`config.mk`:
```
export PLATFORM = sky130hd
export DESIGN_NAME = router_output_arbiter
export DESIGN_NICKNAME = d
export VERILOG_FILES = /design/src/rtl/router_pkg.sv /design/src/rtl/rr_priority_picker.sv /design/src/rtl/router_output_arbiter.sv
export SDC_FILE = /design/constraint.sdc
export NUM_CORES = 1
export LEC_CHECK = 0
export BUFFER_PORTS_ARGS = -buffer_cell sky130_fd_sc_hd__clkbuf_2
export CORE_AREA = 5 5 71 73
export CTS_CLUSTER_DIAMETER = 50
export DETAILED_ROUTE_END_ITERATION = 8
export DIE_AREA = 0 0 76 78
export PLACE_DENSITY = 0.84
export SYNTH_ARGS = -nofsm -noshare
export SYNTH_HDL_FRONTEND = slang
export SYNTH_HIERARCHICAL = 1
export SYNTH_SLANG_ARGS = --single-unit
```
`constraint.sdc`:
```
create_clock -name clk -period 11.55 [get_ports clk]
set_input_delay 2.31 -clock clk [delete_from_list [all_inputs] [get_ports clk]]
set_output_delay 2.31 -clock clk [all_outputs]
set_load 0.02 [all_outputs]
```
`src/rtl/router_pkg.sv`:
```
// rtl/router_pkg.sv - constants and arbiter state type shared across the router
package router_pkg;

  localparam int NUM_PORTS = 16;
  localparam int PORT_ID_W = 4;

  typedef enum logic [1:0] {
    IDLE    = 2'd0,
    GRANTED = 2'd1,
    DRAIN   = 2'd2
  } arb_state_t;

endpackage

```
`src/rtl/rr_priority_picker.sv`:
```
// rtl/rr_priority_picker.sv - round-robin winner search starting at ptr
module rr_priority_picker
  import router_pkg::*;
(
  input  logic [NUM_PORTS-1:0] req,
  input  logic [PORT_ID_W-1:0] ptr,
  output logic [PORT_ID_W-1:0] winner,
  output logic                 found
);

  logic [2*NUM_PORTS-1:0] w_double;
  logic [NUM_PORTS-1:0]   w_rot;
  logic [PORT_ID_W-1:0]   w_offset;

  // Rotating the doubled vector puts port ptr at bit 0, so the lowest set bit is the winner.
  assign w_double = {req, req} >> ptr;
  assign w_rot    = w_double[NUM_PORTS-1:0];

  always_comb begin
    w_offset = '0;
    for (int i = NUM_PORTS - 1; i >= 0; i--) begin
      if (w_rot[i]) begin
        w_offset = PORT_ID_W'(i);
      end
    end
  end

  assign winner = ptr + w_offset;
  assign found  = |req;

endmodule

```
`src/rtl/router_output_arbiter.sv`:
```
// rtl/router_output_arbiter.sv - per-output round-robin arbiter with frame lock and hold watchdog
module router_output_arbiter #(
  parameter int NUM_PORTS = 16,
  parameter int TIMEOUT   = 0
) (
  input  logic                             clk,
  input  logic                             reset_n,
  input  logic [NUM_PORTS-1:0]             request16_in,
  output logic [NUM_PORTS-1:0]             grant16_out,
  output logic                             busy_out,
  output logic [router_pkg::PORT_ID_W-1:0] owner_out,
  output logic                             timeout_out
);
  import router_pkg::*;

  localparam int CNT_W = (TIMEOUT > 0) ? $clog2(TIMEOUT + 1) : 1;

  arb_state_t           r_state;
  logic [PORT_ID_W-1:0] r_ptr;
  logic [CNT_W-1:0]     r_hold_cnt;
  logic [PORT_ID_W-1:0] w_winner;
  logic                 w_found;
  logic                 w_owner_req;
  logic [NUM_PORTS-1:0] w_one;

  assign w_one       = {{(NUM_PORTS-1){1'b0}}, 1'b1};
  assign w_owner_req = request16_in[owner_out];

  rr_priority_picker u_picker (
    .req    (request16_in),
    .ptr    (r_ptr),
    .winner (w_winner),
    .found  (w_found)
  );

  always_ff @(posedge clk or negedge reset_n) begin
    if (!reset_n) begin
      r_state     <= IDLE;
      r_ptr       <= '0;
      r_hold_cnt  <= '0;
      grant16_out <= '0;
      busy_out    <= 1'b0;
      owner_out   <= '0;
      timeout_out <= 1'b0;
    end else begin
      timeout_out <= 1'b0;
      case (r_state)
        IDLE: begin
          if (w_found) begin
            grant16_out <= w_one << w_winner;
            owner_out   <= w_winner;
            busy_out    <= 1'b1;
            r_ptr       <= w_winner + PORT_ID_W'(1);
            r_hold_cnt  <= '0;
            r_state     <= GRANTED;
          end
        end
        GRANTED: begin
          // A normal end of frame takes precedence over a watchdog expiry on the same edge.
          if (!w_owner_req) begin
            grant16_out <= '0;
            busy_out    <= 1'b0;
            r_state     <= IDLE;
          end else if ((TIMEOUT != 0) && (r_hold_cnt == CNT_W'(TIMEOUT - 1))) begin
            grant16_out <= '0;
            busy_out    <= 1'b0;
            timeout_out <= 1'b1;
            r_state     <= DRAIN;
          end else if (r_hold_cnt != {CNT_W{1'b1}}) begin
            r_hold_cnt <= r_hold_cnt + CNT_W'(1);
          end
        end
        DRAIN: begin
          if (!w_owner_req) begin
            r_state <= IDLE;
          end
        end
        default: begin
          grant16_out <= '0;
          busy_out    <= 1'b0;
          r_state     <= IDLE;
        end
      endcase
    end
  end

endmodule

```
==> results of run 1 <==
synth_stat cells (2+ instances only):
master	instances	area, um^2
o32ai_1	2	17.5
or3_1	2	12.5
nand2b_1	3	18.8
dfrtp_1	25	626
buf_2	2	10.0
a21oi_1	2	10.0
mux4_1	10	263
mux2_2	10	113
xor2_1	2	17.5
xnor2_1	2	17.5
o31ai_1	16	120
nand3_1	5	25.0
nor2b_1	4	25.0
a31oi_1	2	12.5
nand4b_1	12	105
mux2i_1	12	120
ha_1	9	113
nor2_1	8	30.0
or2_4	2	17.5
and2_1	2	12.5
or2_1	2	12.5
clkbuf_1	9	33.8
nor4_1	4	25.0
o21ai_0	6	30.0
mux4_2	15	338
mux2_1	4	45.0
a31o_2	2	17.5
buf_6	3	33.8
nand2_1	20	75.1
inv_1	22	82.6
worst max-delay path: cells and delay by family:
family          cells  cell delay, ps
compound gates      5             820
xor+xnor            2             780
fa+ha+maj           1             300
buf+inv             1             140
mux                 2            1130
simple gates        4             820
flip-flops by register name (all words and copies together) (netlist names):
register / cells
grant16_out: 16
r_state: 1
r_ptr: 4
owner_out: 4
area by class of cell:
type,instances,area share
Multi-Input combinational cell,174,0.634
Tap cell,52,0.0235
Inverter,23,0.0311
Sequential cell,25,0.226
Timing Repair Buffer,38,0.0686
Clock inverter,1,0.00271
Clock buffer,3,0.0149
worst max path at each step:
stage	start	to	slack [ps]	cells past startpoint
finish	request16_in[12]	grant16_out[9]$_DFFE_PN0P_	5450	15
global route	request16_in[13]	grant16_out[14]$_DFFE_PN0P_	5080	15
CTS	request16_in[3]	grant16_out[9]$_DFFE_PN0P_	5510	15
detailed placement	request16_in[3]	grant16_out[9]$_DFFE_PN0P_	5250	15
global placement	request16_in[3]	grant16_out[9]$_DFFE_PN0P_	5340	15
floorplan	request16_in[7]	grant16_out[10]$_DFFE_PN0P_	5890	15
cell families (layout without fill, tap and decap cells):
group	after synthesis	in the layout	synth area share
AO/OA/AOI/OAI	38	38	0.109
buffers and inverters	39	65	0.0743
other	1	1	0.00146
AND/OR/NAND/NOR	70	70	0.166
multiplexers	51	51	0.341
XOR/XNOR	4	4	0.0136
adder cells (fa/ha/maj)	10	10	0.0515
flip-flops	25	25	0.243
metrics by stage:
| step | hold WS, ps | instances |
|---|---|---|
| global route | 564 | 316 |
| global placement | 523 | 312 |
| CTS | 542 | 316 |
| finish | 538 | 316 |
| floorplan | 468 | 238 |
| detailed placement | 518 | 312 |
per-layer routing:
layer | vias up | wire, um
li1 | 968 | -
met1 | 1006 | 2640
met2 | 66 | 2800
met3 | 10 | 252
met4 | 0 | 110
met5 | - | 0
==> flow_summary.yaml, run 1 <==
logic_synthesis:
  ys_seq_elements: 25
  synth_edf_count: 0
  syn_inst: 238
  async_reset_ff_frac: 1.00
  ys_warn_count: 6
  synth_flop_cell: "dfrtp_1"
  synthDistinctLibCells: 49
  synth_area_per_cell_um2: 10.8
  seq_area_frac_synth: 0.243
  syn-cell-area_um2: 2570
  synth_fp_nets: 266
final_layout:
  final_common_cell: "clkbuf_2"
  multi_input_area_um2: 1760
  area_growth_syn_to_layout_pct: 7.73
  final_cell_mix: "clkbuf_2, dfrtp_1, inv_1"
  layout-drive-gt1-share: 0.288
  final_util: 0.646
  fin_area_um2: 2770
  finalNetCount: 293
  seqCellArea_um2: 626
  diodes: 0
  fillCellCount: 321
global_route:
  gr-usage-all-layers: 0.207
  grt_pass1_vias: 2111
  grt.overflow.total: 0
  grt_pass1_wl_um: 10200
  grt.met3_usage: 0.0289
  grt-busiest-layer: "met2"
  antenna_found_initial: 0
  met2_usage: 0.321
  use_met1: 0.300
  grt_start_max_net_pins: 26
job:
  maxCapViolations: 0
setup_path:
  reg2regPathDepth: 14
  cpMaxStageDelayCell: "xnor2_1"
  r2r_slack_ps: 6550
  start_kind: "primary input"
  worstPathRequired_ps: 11740
  critical_path.max_fanout: 10
  worst_ep_arrival_time_ps: 6300
  worstSetupPathType: "primary input to flip-flop"
  r2r_start: "r_ptr[1]$_DFFE_PN0P_"
  cp_cell_sequence: "clkbuf_2 > mux4_1 > mux4_1 > or2_4 > nor2_1 > o21ai_1 > a31oi_1 > ha_1 > a21o_1 > a21oi_1 > xnor2_1 > xnor2_1 > nor2b_1 > nand4b_1 > o31ai_1"
  r2r_end: "grant16_out[9]$_DFFE_PN0P_"
  end_kind: "flip-flop"
  cpPeakStageDelay_ps: 680
sta:
  fin_ws_ps: 5450
  setup-violations-final: 0
  rsz0062_at_grt: "no"
  timing.final.crit_share: 0.528
  fmax_mhz: 164
  drv_slew: 0
  hold_viol: 0
  tightest_slew_ps: 895
  setup_tns_ps: 0
  max_slew_margin: 0.404
  clock_skew_ps: 16.2
  period_minus_slack_ps: 6100
cts:
  h-tree-depth: 1
  cts_resized: 0
  cts_tree: "yes"
  postCtsHoldBufs: 0
  cts_root_buffer: "clkbuf_8"
  numClockSinks: 25
  clk-insertion-delay-late_ps: 280
  cts_buffer_depth: 2
  cts_inserted_buffers: 3
  clk_pin_slew_ps: 100
  cts_setup_buffers: 0
min_path:
  min_path_cells: 2
  hp-class: "flip-flop to flip-flop"
  hold_end: "grant16_out[6]$_DFFE_PN0P_"
  min_from: "grant16_out[6]$_DFFE_PN0P_"
route:
  post_drt_wl_per_cell_um: 18.4
  drc: 0
  first_iter_violations: 153
  drtAntennaViolNets: 0
  drtPass1Iterations: 4
  via_per_inst: 6.49
  routed_wl_um: 5800
  via_count: 2050
placed_design:
  portBuffers: 38
  hpwlAfterDp_um: 4380
  routabilityCongestion: 0.915
  dpl-instance-area_um2: 2730
  place_worst_setup_slack_ps: 5250
run_status:
  status: "complete, no violations"
die:
  core_area_um2: 4290
  rows: 24
  dieWidth_um: 76
  fp.dieH_um: 78
  io_pins: 40
  die_area_um2: 5930
  start_util: 0.600
Power of run 1 is left out: the tool's default activity adds up to more than one toggle a clock period on the data nets, which glitch-free logic cannot reach.
==> run 2: changes to the inputs <==
--- a/config.mk
+++ b/config.mk
@@ -5,12 +5,13 @@
 export SDC_FILE = /design/constraint.sdc
 export NUM_CORES = 1
 export LEC_CHECK = 0
+export ABC_AREA = 1
 export BUFFER_PORTS_ARGS = -buffer_cell sky130_fd_sc_hd__clkbuf_2
-export CORE_AREA = 5 5 71 73
+export CORE_AREA = 5 5 78 80
 export CTS_CLUSTER_DIAMETER = 50
 export DETAILED_ROUTE_END_ITERATION = 8
-export DIE_AREA = 0 0 76 78
-export PLACE_DENSITY = 0.84
+export DIE_AREA = 0 0 83 85
+export PLACE_DENSITY = 0.75
 export SYNTH_ARGS = -nofsm -noshare
 export SYNTH_HDL_FRONTEND = slang
 export SYNTH_HIERARCHICAL = 1
==> constraint.sdc (replaced) <==
create_clock -name clk -period 5.15 [get_ports clk]
set_input_delay 1.03 -clock clk [delete_from_list [all_inputs] [get_ports clk]]
set_output_delay 1.03 -clock clk [all_outputs]
set_load 0.02 [all_outputs]
==> flow_summary.yaml, run 2 <==
run_status:
  status: "complete, no violations"
sta:
  rsz0062_at_grt: "no"
  tightest_slew_ps: 815
  fin_ws_ps: 994
  setup-violations-final: 0
  hold_slack_ps: 510
  setup_tns_ps: 0
  fmax_mhz: 241
  period_minus_slack_ps: 4160
  drv_slew: 0
  clock_skew_ps: 2.41
  hold_viol: 0
  timing.final.crit_share: 0.807
  max_slew_margin: 0.456
cts:
  clk-insertion-delay-late_ps: 280
  cts_tree: "yes"
  postCtsHoldBufs: 0
  clk_pin_slew_ps: 80
  cts_root_buffer: "clkbuf_8"
  cts_buffer_depth: 2
  cts_inserted_buffers: 3
  cts_setup_buffers: 0
  numClockSinks: 25
  h-tree-depth: 1
  cts_resized: 0
die:
  start_util: 0.494
  fp.dieH_um: 85
  die_area_um2: 7060
  dieWidth_um: 83
  rows: 27
  io_pins: 40
  core_area_um2: 5340
route:
  via_per_inst: 5.59
  via_count: 2726
  drtAntennaViolNets: 0
  drc: 0
  drtPass1Iterations: 6
  post_drt_wl_per_cell_um: 13.7
  routed_wl_um: 6670
  first_iter_violations: 328
logic_synthesis:
  yosysMostFrequentCell: "nand2_1"
  synthTopCellsByCount: "nand2_1, nand3_1, nand3_2"
  ys_warn_count: 6
  synth_edf_count: 0
  synth_area_per_cell_um2: 6.78
  syn_inst: 389
  seq_area_frac_synth: 0.237
  synthTopCellsByArea: "dfrtp_1, nand2_1, nand3_1, nand3_2, ha_1"
  synth_top_area_frac: 0.237
  syn-cell-area_um2: 2640
  yosysTopAreaCell: "dfrtp_1"
  synth_fp_nets: 417
  synth_flop_cell: "dfrtp_1"
  ys_seq_elements: 25
  async_reset_ff_frac: 1.00
  synthDistinctLibCells: 38
setup_path:
  worstPathRequired_ps: 5370
  cp_cell_sequence: "nand2_1 > nand3_2 > nand2_1 > o21ai_0 > inv_1 > nand2_1 > o21ai_0 > nand2_1 > a31oi_1 > o21ai_0 > nand2_1 > a21oi_1 > ha_1 > nand3_1 > nand2_1 > xor2_1 > xnor2_1 > or2_1 > nor2_1 > nand3_1 > nand2_1"
  r2r_slack_ps: 990
  start_kind: "flip-flop"
  end_kind: "flip-flop"
  cpMaxStageDelayCell: "dfrtp_1"
  worst_ep_arrival_time_ps: 4370
  crit_path_frequent_cell: "nand2_1"
  critical_path.max_fanout: 19
  cpPeakStageDelay_ps: 830
  reg2regPathDepth: 21
  worstSetupPathType: "flip-flop to flip-flop"
global_route:
  grt.overflow.total: 0
  gr-usage-all-layers: 0.195
  grt_pass1_wl_um: 11900
  grt_start_max_net_pins: 26
  grt_pass1_vias: 2663
  antenna_found_initial: 0
final_layout:
  finalNetCount: 445
  final_cell_mix: "nand2_1, nand3_1, clkbuf_2"
  area_growth_syn_to_layout_pct: 7.40
  diodes: 0
  largest_reg_flops: 16
  reg.largest.list: "grant16_out: 16 flops, owner_out: 4 flops, r_ptr: 4 flops"
  fin_area_um2: 2830
  fillCellCount: 565
  final_common_cell: "nand2_1"
  regMostFlops: "grant16_out"
  layout-drive-gt1-share: 0.238
min_path:
  min_path_cells: 2
  hp-class: "flip-flop to flip-flop"
placed_design:
  place_worst_setup_slack_ps: 807
  dpl-instance-area_um2: 2790
  portBuffers: 38
  hpwlAfterDp_um: 5160
  routabilityCongestion: 0.925
job:
  maxCapViolations: 0
==> run 2: changes by cell type in the layout (fill, tap and decap cells not counted), moves of 6 or more <==
cell and change:
nand2_1 +106, nand3_1 +72, nand3_2 +27, o31ai_1 -16
mux4_2 -15, mux2i_1 -12, nand4b_1 -12, mux2_2 -10
mux4_1 -10, nand2_2 +9, nand2_4 +7, nor2_1 +6
o21ai_0 +6
==> run 2: path summary, 6_finish.rpt <==
kind / start / end
worst max-delay path: r_ptr[0]$_DFFE_PN0P_ / grant16_out[5]$_DFFE_PN0P_
worst min-delay path: grant16_out[15]$_DFFE_PN0P_ / grant16_out[15]$_DFFE_PN0P_
worst max register to register: r_ptr[0]$_DFFE_PN0P_ / grant16_out[5]$_DFFE_PN0P_
worst min register to register: grant16_out[15]$_DFFE_PN0P_ / grant16_out[15]$_DFFE_PN0P_
max in group asynchronous: reset_n / owner_out[1]$_DFFE_PN0P_
min in group asynchronous: reset_n / grant16_out[11]$_DFFE_PN0P_
==> run 2: kinds of logic after synthesis <==
kind of cell    synth area share
compound gates            0.0674
xor+xnor                 0.00996
fa+ha+maj                 0.0503
buf+inv                    0.105
flops                      0.237
other cells              0.00142
simple gates               0.528
==> run 2: per-stage QoR <==
stage	std cells	util
6_report	488	0.531
5_1_grt	488	0.531
4_1_cts	488	0.531
3_5_place_dp	484	0.522
3_3_place_gp	484	0.522
2_1_floorplan	389	-
==> run 2: worst max-delay path, delay by kind of cell (launching register included) <==
kind            cells  cell delay [ps]
simple gates       12             1790
flops               1              830
compound gates      5              790
xor+xnor            2              320
fa+ha+maj           1              280
buf+inv             1               90
==> run 2: cell type report <==
class	instances	area, um^2	area share
timing repair buffer	41	213	0.0751
tap	72	90.1	0.0318
clock buffer	3	41.3	0.0146
clock inverter	1	5.00	0.00177
sequential	25	626	0.221
inverter	29	124	0.0437
multi-input combinational	317	1730	0.612
==> run 2: layer usage <==
layer | up-vias | wire length, um | track usage
li1 | 1336 | - | -
met1 | 1268 | 2840 | 0.252
met2 | 103 | 3210 | 0.336
met3 | 19 | 439 | 0.0175
met4 | 0 | 170 | 0.0773
met5 | - | 0 | 0
Power of run 2 is left out for the same reason.
